<file path="src/rtl/ps2_pkg.sv">
// Shared types and constants for the PS/2 keyboard receiver.
// Holds the frame FSM encoding, the prefix byte values and a parity helper.
package ps2_pkg;

    typedef enum logic [1:0] {
        ST_IDLE,
        ST_DATA,
        ST_PARITY,
        ST_STOP
    } state_e;

    localparam logic [7:0] BYTE_BREAK = 8'hF0;
    localparam logic [7:0] BYTE_EXT0  = 8'hE0;
    localparam logic [7:0] BYTE_EXT1  = 8'hE1;

    // 1 when the 8 data bits plus the parity bit carry odd parity
    function automatic logic odd_ok(
        input logic [7:0] d,
        input logic       p
    );
        return ^{d, p};
    endfunction

endpackage

</file>
<file path="src/rtl/ps2_receiver_if.sv">
// Decoded-key output bundle of the PS/2 receiver.
// Ports: code[7:0], strobe, pressed (0=make), extended, error.
interface ps2_receiver_if;

    logic [7:0] code;
    logic       strobe;
    logic       pressed;
    logic       extended;
    logic       error;

    modport master (
        output code,
        output strobe,
        output pressed,
        output extended,
        output error
    );

    modport slave (
        input code,
        input strobe,
        input pressed,
        input extended,
        input error
    );

endinterface

</file>
<file path="src/rtl/ps2_filter.sv">
// Two-flop synchronizer plus consecutive-sample filter for ps2_clk.
// Ports: clock, reset, ce, raw_i (async line), fall_o (filtered 1->0 pulse).
module ps2_filter #(
    parameter int FILTER = 8
) (
    input  logic clock,
    input  logic reset,
    input  logic ce,
    input  logic raw_i,
    output logic fall_o
);

    localparam int FW = $clog2(FILTER + 1);

    logic [1:0]    sync_q;
    logic          lvl_q;
    logic          lvl_d;
    logic [FW-1:0] cnt_q;
    logic [FW-1:0] cnt_d;

    // Level flips only after FILTER back-to-back ce samples disagree;
    // any agreeing sample restarts the run.
    always_comb begin
        cnt_d  = cnt_q;
        lvl_d  = lvl_q;
        fall_o = 1'b0;
        if (ce) begin
            if (sync_q[1] == lvl_q) begin
                cnt_d = '0;
            end else if (cnt_q == FW'(FILTER - 1)) begin
                cnt_d  = '0;
                lvl_d  = sync_q[1];
                fall_o = lvl_q;
            end else begin
                cnt_d = cnt_q + FW'(1);
            end
        end
    end

    always_ff @(posedge clock) begin
        if (reset) begin
            sync_q <= 2'b11;
            lvl_q  <= 1'b1;
            cnt_q  <= '0;
        end else begin
            sync_q <= {sync_q[0], raw_i};
            lvl_q  <= lvl_d;
            cnt_q  <= cnt_d;
        end
    end

endmodule

</file>
<file path="src/rtl/ps2_receiver.sv">
// PS/2 keyboard receiver: frames 11-bit packets and decodes F0/E0/E1 prefixes.
// Ports: clock, reset, ce, ps2_clk, ps2_data, rx (code/strobe/pressed/extended/error).
module ps2_receiver
    import ps2_pkg::*;
#(
    parameter int FILTER  = 8,
    parameter int TIMEOUT = 4096
) (
    input  logic           clock,
    input  logic           reset,
    input  logic           ce,
    input  logic           ps2_clk,
    input  logic           ps2_data,
    ps2_receiver_if.master rx
);

    localparam int TW = $clog2(TIMEOUT + 1);

    logic          fall;
    logic [1:0]    dsync_q;
    logic          data_s;

    state_e        state_q, state_d;
    logic [2:0]    bitcnt_q, bitcnt_d;
    logic [7:0]    shift_q, shift_d;
    logic          par_q, par_d;
    logic [TW-1:0] tmo_q, tmo_d;
    logic          brk_q, brk_d;
    logic          ext_q, ext_d;
    logic [7:0]    code_q, code_d;
    logic          pressed_q, pressed_d;
    logic          extended_q, extended_d;
    logic          strobe_q, strobe_d;
    logic          error_q, error_d;

    ps2_filter #(
        .FILTER (FILTER)
    ) u_clk_filter (
        .clock  (clock),
        .reset  (reset),
        .ce     (ce),
        .raw_i  (ps2_clk),
        .fall_o (fall)
    );

    assign data_s = dsync_q[1];

    always_comb begin
        state_d    = state_q;
        bitcnt_d   = bitcnt_q;
        shift_d    = shift_q;
        par_d      = par_q;
        tmo_d      = tmo_q;
        brk_d      = brk_q;
        ext_d      = ext_q;
        code_d     = code_q;
        pressed_d  = pressed_q;
        extended_d = extended_q;
        strobe_d   = 1'b0;
        error_d    = 1'b0;

        if (state_q == ST_IDLE || fall) begin
            tmo_d = '0;
        end else if (ce) begin
            tmo_d = tmo_q + TW'(1);
        end

        if (fall) begin
            unique case (state_q)
                ST_IDLE: begin
                    if (!data_s) begin
                        state_d  = ST_DATA;
                        bitcnt_d = '0;
                    end else begin
                        error_d = 1'b1;
                        brk_d   = 1'b0;
                        ext_d   = 1'b0;
                    end
                end
                ST_DATA: begin
                    shift_d  = {data_s, shift_q[7:1]};
                    bitcnt_d = bitcnt_q + 3'd1;
                    if (bitcnt_q == 3'd7) begin
                        state_d = ST_PARITY;
                    end
                end
                ST_PARITY: begin
                    par_d   = data_s;
                    state_d = ST_STOP;
                end
                ST_STOP: begin
                    state_d = ST_IDLE;
                    if (data_s && odd_ok(shift_q, par_q)) begin
                        if (shift_q == BYTE_BREAK) begin
                            brk_d = 1'b1;
                        end else if (shift_q == BYTE_EXT0 ||
                                     shift_q == BYTE_EXT1) begin
                            ext_d = 1'b1;
                        end else begin
                            code_d     = shift_q;
                            pressed_d  = brk_q;
                            extended_d = ext_q;
                            strobe_d   = 1'b1;
                            brk_d      = 1'b0;
                            ext_d      = 1'b0;
                        end
                    end else begin
                        error_d = 1'b1;
                        brk_d   = 1'b0;
                        ext_d   = 1'b0;
                    end
                end
            endcase
        end else if (state_q != ST_IDLE && ce &&
                     tmo_q == TW'(TIMEOUT - 1)) begin
            // Line went quiet mid-frame: drop it
            state_d = ST_IDLE;
            tmo_d   = '0;
            error_d = 1'b1;
            brk_d   = 1'b0;
            ext_d   = 1'b0;
        end
    end

    always_ff @(posedge clock) begin
        if (reset) begin
            dsync_q    <= 2'b11;
            state_q    <= ST_IDLE;
            bitcnt_q   <= '0;
            shift_q    <= '0;
            par_q      <= 1'b0;
            tmo_q      <= '0;
            brk_q      <= 1'b0;
            ext_q      <= 1'b0;
            code_q     <= 8'h00;
            pressed_q  <= 1'b1;
            extended_q <= 1'b0;
            strobe_q   <= 1'b0;
            error_q    <= 1'b0;
        end else begin
            dsync_q    <= {dsync_q[0], ps2_data};
            state_q    <= state_d;
            bitcnt_q   <= bitcnt_d;
            shift_q    <= shift_d;
            par_q      <= par_d;
            tmo_q      <= tmo_d;
            brk_q      <= brk_d;
            ext_q      <= ext_d;
            code_q     <= code_d;
            pressed_q  <= pressed_d;
            extended_q <= extended_d;
            strobe_q   <= strobe_d;
            error_q    <= error_d;
        end
    end

    assign rx.code     = code_q;
    assign rx.strobe   = strobe_q;
    assign rx.pressed  = pressed_q;
    assign rx.extended = extended_q;
    assign rx.error    = error_q;

endmodule

</file>
<file path="src/flat_wrapper.sv">
// flat-port wrapper written by rule: the top's interface ports become plain ports
module ps2_receiver_flat import ps2_pkg::*;
#(
    parameter int FILTER  = 8,
    parameter int TIMEOUT = 4096
)
  (clock, reset, ce, ps2_clk, ps2_data, rx_code, rx_strobe, rx_pressed, rx_extended, rx_error);
  ps2_receiver_if rx_i ();
  input  logic clock;
  input  logic reset;
  input  logic ce;
  input  logic ps2_clk;
  input  logic ps2_data;
  output wire logic [$bits(rx_i.code)-1:0] rx_code;
  output wire logic [$bits(rx_i.strobe)-1:0] rx_strobe;
  output wire logic [$bits(rx_i.pressed)-1:0] rx_pressed;
  output wire logic [$bits(rx_i.extended)-1:0] rx_extended;
  output wire logic [$bits(rx_i.error)-1:0] rx_error;
  assign rx_code = rx_i.code;
  assign rx_strobe = rx_i.strobe;
  assign rx_pressed = rx_i.pressed;
  assign rx_extended = rx_i.extended;
  assign rx_error = rx_i.error;
  ps2_receiver #(.FILTER(FILTER), .TIMEOUT(TIMEOUT)) u_core (.clock(clock), .reset(reset), .ce(ce), .ps2_clk(ps2_clk), .ps2_data(ps2_data), .rx(rx_i));
endmodule
</file>
<file path="config.mk">
export PLATFORM = sky130hd
export DESIGN_NAME = ps2_receiver_flat
export DESIGN_NICKNAME = d
export VERILOG_FILES = /design/src/rtl/ps2_pkg.sv /design/src/rtl/ps2_receiver_if.sv /design/src/rtl/ps2_filter.sv /design/src/rtl/ps2_receiver.sv /design/src/flat_wrapper.sv
export SDC_FILE = /design/constraint.sdc
export NUM_CORES = 1
export LEC_CHECK = 0
export CAP_MARGIN = 25
export CORE_ASPECT_RATIO = 1.1
export CORE_MARGIN = 2
export CORE_UTILIZATION = 50
export CTS_CLUSTER_DIAMETER = 100
export DETAILED_ROUTE_END_ITERATION = 10
export GPL_ROUTABILITY_DRIVEN = 0
export PLACE_DENSITY = 0.81
export SETUP_SLACK_MARGIN = 0.1
export SYNTH_ARGS = -nofsm -noshare
export SYNTH_HDL_FRONTEND = slang
export SYNTH_SLANG_ARGS = --single-unit
export TNS_END_PERCENT = 20
</file>
<file path="constraint.sdc">
create_clock -name clock -period 2 [get_ports clock]
set_clock_uncertainty 0.2 [all_clocks]
set_input_delay 0.2 -clock clock [delete_from_list [all_inputs] [get_ports clock]]
set_output_delay 0.2 -clock clock [all_outputs]
set_load 0.005 [all_outputs]
</file>
==> results of run 1 <==
## worst paths after layout
| kind | slack [ns] | depth (start not counted) | from | to |
|---|---|---|---|---|
| hold / removal | 0.23 | 1 | u_core.u_clk_filter.sync_q[0]$_SDFF_PP1_ | u_core.u_clk_filter.sync_q[1]$_SDFF_PP1_ |
| setup / recovery | 0.06 | 6 | u_core.shift_q[1]$_SDFFE_PP0P_ | u_core.rx.code[0]$_SDFFE_PP0P_ |
| setup reg to reg | 0.06 | 6 | u_core.shift_q[1]$_SDFFE_PP0P_ | u_core.rx.code[0]$_SDFFE_PP0P_ |
| hold reg to reg | 0.23 | 1 | u_core.u_clk_filter.sync_q[0]$_SDFF_PP1_ | u_core.u_clk_filter.sync_q[1]$_SDFF_PP1_ |
## placed cells by master (no fill, tap or decap), types with 4 or more instances in the layout
| cell type | Yosys | routed |
|---|---|---|
| nand2b_1 | 8 | 8 |
| xnor2_1 | 10 | 9 |
| clkbuf_8 | 0 | 6 |
| buf_6 | 1 | 4 |
| nand2_1 | 13 | 13 |
| inv_1 | 6 | 6 |
| nand3_2 | 0 | 4 |
| o31ai_4 | 0 | 4 |
| xor2_1 | 8 | 8 |
| buf_4 | 1 | 29 |
| nand3_1 | 14 | 10 |
| nand4_1 | 18 | 18 |
| or2_2 | 4 | 4 |
| mux2i_1 | 11 | 11 |
| nor3_1 | 7 | 7 |
| ha_1 | 8 | 5 |
| a21oi_1 | 21 | 17 |
| clkdlybuf4s50_1 | 0 | 16 |
| o31ai_2 | 0 | 4 |
| nor2_1 | 31 | 29 |
| dfxtp_1 | 50 | 40 |
| dfxtp_2 | 0 | 7 |
## registers in the layout (all words and copies together) (netlist names)
signal	cells
u_core.tmo_q	13
u_core.rx.code	8
u_core.shift_q	8
u_core.u_clk_filter.cnt_q	4
u_core.bitcnt_q	3
u_core.dsync_q	2
u_core.state_q	2
u_core.u_clk_filter.sync_q	2
u_core.brk_q	1
u_core.ext_q	1
u_core.par_q	1
u_core.rx.error	1
u_core.rx.extended	1
u_core.rx.pressed	1
u_core.rx.strobe	1
u_core.u_clk_filter.lvl_q	1
## what timing repair did
action,CTS,global route
setup buffers,1,2
gates resized for setup,18,33
setup endpoints to repair,16,35
pin swaps,6,10
gates cloned,1,1
## logic make-up after synthesis
| logic type | Yosys count | share of synthesized area |
|---|---|---|
| muxes | 11 | 0.0466 |
| adders and majority gates | 8 | 0.0424 |
| xor gates and xnor gates | 22 | 0.0975 |
| buffers and inverters | 17 | 0.0329 |
| and+or+nand+nor | 112 | 0.249 |
| AOI/OAI and AO/OA | 41 | 0.108 |
| DFF | 50 | 0.424 |
## critical path, stage by stage, from the launching register on
cell and delay (ns):
dfxtp_2 0.35, xor2_1 0.14, xnor3_2 0.52, xnor2_4 0.19, buf_6 0.15, o31ai_2 0.20
a21oi_2 0.09
## power by group through the flow
stage | Clock, W | Sequential (W) | Combinational (W)
2_1_floorplan | 0 | 0.00103 | 0.0000302
3_3_place_gp | 0 | 0.00102 | 0.0000565
3_5_place_dp | 0 | 0.00102 | 0.0000574
4_1_cts | 0.000770 | 0.000998 | 0.0000590
5_1_grt | 0.000800 | 0.000998 | 0.0000693
6_report | 0.000752 | 0.000997 | 0.0000643
## stage by stage
stage               instance area, µm²  hold slack, ns   util  total power [W]  TNS, ns
floorplan                         2390           0.104      -          0.00106        0
global placement                  2810           0.192  0.612          0.00108    -4.07
detailed placement                2810           0.195  0.612          0.00108    -4.82
CTS                               3030           0.230  0.660          0.00183        0
global route                      3180           0.246  0.693          0.00187        0
finish                            3180           0.228  0.693          0.00181        0
## final cells by class
type | instances | area (µm²)
well taps | 56 | 70.1
clock inverters | 2 | 38.8
clock buffers | 6 | 82.6
inverters | 6 | 22.5
multi-input cells | 194 | 1490
repair buffers | 51 | 448
flip-flops and latches | 50 | 1020
fillers | 326 | 1410
## per-layer routing
metal / GRT usage / up-vias / wire (µm)
li1: - / 1028 / -
met1: 0.228 / 1028 / 2340
met2: 0.375 / 60 / 2920
met3: 0.0357 / 16 / 209
met4: 0.102 / 0 / 157
met5: 0 / - / 0
==> out/results.ini, run 1 <==
[setup_path]
crit_path_start_kind=flip-flop
endpoint_kind=flip-flop
path_class=reg -> reg
critPathRequiredTime_ns=2.01
worstPathArrival_ns=1.95
crit_fanout=6

[grt]
grt_pass1_wl_mm=8.89
grt_pass1_vias=2037
grt_max_degree=29
grt.total_usage=0.206
grt_antenna_before_repair=0
grt.overflow.total=0

[floorplan]
die_height_um=76.1
core.rowCount=26
die_width_um=69.5
fp.coreArea_um2=4590
initial_core_util=0.515
die-area_um2=5290
ioPinCount=17

[detailed_routing]
first_pass_iters=4
vias_per_cell=5.84
post-route-drc-count=0
ant_nets=0
wl_mm=5.63
dr_total_vias=2132
wl_per_cell_um=15.4
drtIter0Drc=126

[clock_tree]
cts_tree=built
cts_buffers=5
cts.reportedPaths.clkPinSlew_ns=0.10
cts-root-buf=clkbuf_8
cts_sinks=50
cts_buffer_depth=2
h-tree-depth=2
ctsHoldBuffers=0
clkLatencyLatePin_ns=0.31

[yosys]
yosysSeqAreaShare=0.424
yosysTopAreaCellShare=0.424
synth_cell_types=43
synthFlopType=dfxtp_1
ys_ff_latch=50
synth_largest_area_cell=dfxtp_1
synth_edf_count=0
async_reset_ff_frac=0
yosysMostFrequentCell=dfxtp_1
synth_area_per_cell_um2=9.05
yosys_warnings=0
syn_inst=261
synth.cell_area_um2=2360
synth_nets=274
synthTopCellsByCount=dfxtp_1 (50), nor2_1 (31), a21oi_1 (21)
synth_area_leaders=dfxtp_1 (42%), nor2_1 (4.9%), nand4_1 (4.8%)

[power_and_ir_drop]
cellPowerDensity_nw_per_um2=571
sw_frac_of_total=0.210
seqPwrFrac=0.550
internal_power_w=0.00143
p_switching_w=0.000380
p_leak_nw=1.18
clkPwrFrac=0.415
peakVddDrop_uv=388
p_comb_frac=0.035

[cells_and_area]
area.growth.synth_to_final_pct=34.6
drive_gt1_frac=0.304
layout.nets=321
fin_cells=365
diodes=0

[place]
place_inst=352
portBuffers=16
place_ws_ns=-0.204
place_hpwl_mm=3.47

[timing]
rsz0062_at_grt=yes
setup_viol=0
fin_crit_ns=1.94
drv_slew=0
fin_ws_ns=0.0566
fin_crit_sh=0.972
hold_viol_final=0
worst_pin_slew_ns=0.380
slew_headroom=0.745
maxClockFrequency_mhz=515

[job]
maxCapViolations=0

[worst_hold_path]
hold_class=reg -> reg

[status]
status=complete, no violations

Note: power is estimated with default switching activity, not from simulation.
==> run 2: changes to the inputs <==
==> constraint.sdc (replaced) <==
create_clock -name clock -period 2 [get_ports clock]
set_clock_uncertainty 0.2 [all_clocks]
set_input_delay 0.6 -clock clock [delete_from_list [all_inputs] [get_ports clock]]
set_output_delay 0.6 -clock clock [all_outputs]
set_load 0.005 [all_outputs]
==> out/results.ini, run 2 (same netlist as run 1, synthesis figures left out) <==
[clock_tree]
ctsHoldBuffers=0
cts_buffers=5
cts_tree=built
cts.reportedPaths.clkPinSlew_ns=0.09
cts-root-buf=clkbuf_8
clkLatencyLatePin_ns=0.30
cts_sinks=50
cts_buffer_depth=2
h-tree-depth=2

[setup_path]
crit_fanout=6
path_class=reg -> reg
crit_path_start_kind=flip-flop
crit_buf_inv=1
r2r_slack_ns=-0.21
path_cells=xnor2_1 > xnor3_2 > xnor2_4 > buf_12 > o31ai_4 > a21oi_1
endpoint_kind=flip-flop
slowest_stage=xnor3_2
worst_path_dominant_cell_family=XOR/XNOR gates
cpPeakStageDelay_ns=0.52
critPathRequiredTime_ns=2.01
worstPathArrival_ns=2.23

[detailed_routing]
post-route-drc-count=0
wl_mm=6.65
first_pass_iters=5
dr_total_vias=2181
wl_per_cell_um=17.9
met1_length_mm=2.67
top_layer=met4
route.met2.wl_mm=3.54
vias_per_cell=5.86
drtIter0Drc=153
ant_nets=0
wl_met3_um=294

[grt]
grt_max_degree=24
grt_pass1_wl_mm=9.38
grt_antenna_before_repair=0
grt_pass1_vias=2032
grt.overflow.total=0
grt.total_usage=0.218

[timing]
fin_tns_setup_ns=-1.75
maxClockFrequency_mhz=451
fin_ws_ns=-0.215
drv_slew=0
fin_crit_sh=1.11
rsz0062_at_grt=yes
setup_viol=14
fin_hold_ws_ns=0.225
hold_viol_final=0
slew_headroom=0.676
fin_crit_ns=2.21
worst_pin_slew_ns=0.484

[place]
place_hpwl_mm=3.53
placed_cell_area_um2=2870
portBuffers=16
place_inst=360

[floorplan]
initial_core_util=0.515
die_width_um=69.5
ioPinCount=17
core.rowCount=26
die_height_um=76.1
die-area_um2=5290
fp.coreArea_um2=4590

[job]
maxCapViolations=0

[cells_and_area]
fin_cells=372
layout.nets=328
fin_util=0.721
diodes=0
fin_area_um2=3310
most-common-layout-cells=buf_4 (36), dfxtp_1 (34), nor2_1 (25)
mostFrequentLayoutCell=buf_4
largest_reg_flops=13
largest-register=u_core.tmo_q
area.growth.synth_to_final_pct=40.2
drive_gt1_frac=0.348

[worst_hold_path]
hold_class=reg -> reg

[power_and_ir_drop]
cellPowerDensity_nw_per_um2=537
peakVddDrop_uv=683
p_leak_nw=1.34

[status]
violations=setup timing
status=finished with violations

-- run 2: changes by cell type in the layout (fill, tap and decap cells not counted), moves of 5 or more --
cell / before / now
dlygate4sd2_1: 0 / 7
dfxtp_1: 40 / 34
o31ai_4: 4 / 9
dlymetal6s2s_1: 0 / 5
clkdlybuf4s50_1: 16 / 3
nor2_2: 1 / 6
buf_4: 29 / 36
dfxtp_2: 7 / 16
-- run 2: area by class of cell --
cell class / count / area, µm²
fill: 272 / 1280
tap: 56 / 70.1
sequential: 50 / 1020
multi-input combinational: 195 / 1570
clock inverter: 2 / 37.5
clock buffer: 6 / 72.6
timing repair buffer: 57 / 517
inverter: 6 / 22.5
-- run 2: final timing paths --
check,start,end,cells after the start
worst max register to register,u_core.par_q$_SDFFE_PP0P_,u_core.rx.code[5]$_SDFFE_PP0P_,6
worst min-delay path,u_core.dsync_q[0]$_SDFF_PP1_,u_core.dsync_q[1]$_SDFF_PP1_,1
worst max-delay path,u_core.par_q$_SDFFE_PP0P_,u_core.rx.code[5]$_SDFFE_PP0P_,6
worst min register to register,u_core.dsync_q[0]$_SDFF_PP1_,u_core.dsync_q[1]$_SDFF_PP1_,1
-- run 2: routing by layer --
layer  global-route usage  vias to the layer above
li1                     -                     1042
met1                0.257                     1046
met2                0.374                       79
met3               0.0516                       14
met4               0.0961                        0
met5                    0                        -
-- run 2: repair_timing --
item | 4_1_cts | 5_1_grt
gates resized for setup | 37 | 42
endpoints found under the setup margin | 53 | 34
buffers inserted | 2 | 0
pin swaps | 9 | 25
cloned | 1 | 1
-- run 2: power breakdown --
group	internal (W)	leakage, nW	switching (W)	total (W)
clock	0.000373	0.0514	0.000335	0.000709
combinational	0.0000273	0.880	0.0000398	0.0000671
sequential	0.000999	0.411	0.00000298	0.00100
total	0.00140	1.34	0.000378	0.00178
-- run 2: per-stage QoR --
stage                     total power, W  setup WS (ns)
after floorplan                  0.00105         0.0568
after global placement           0.00108         -0.556
after detailed placement         0.00108         -0.591
after CTS                        0.00178        -0.0103
after global routing             0.00183         -0.201
final                            0.00178         -0.215
==> run 3: changes to the inputs <==
--- a/config.mk
+++ b/config.mk
@@ -5,7 +5,7 @@
 export SDC_FILE = /design/constraint.sdc
 export NUM_CORES = 1
 export LEC_CHECK = 0
-export CAP_MARGIN = 25
+export CAP_MARGIN = 5
 export CORE_ASPECT_RATIO = 1.1
 export CORE_MARGIN = 2
 export CORE_UTILIZATION = 50
==> results of run 3 <==
Same layout as run 2: the final DEF is identical, and so are final timing and power.
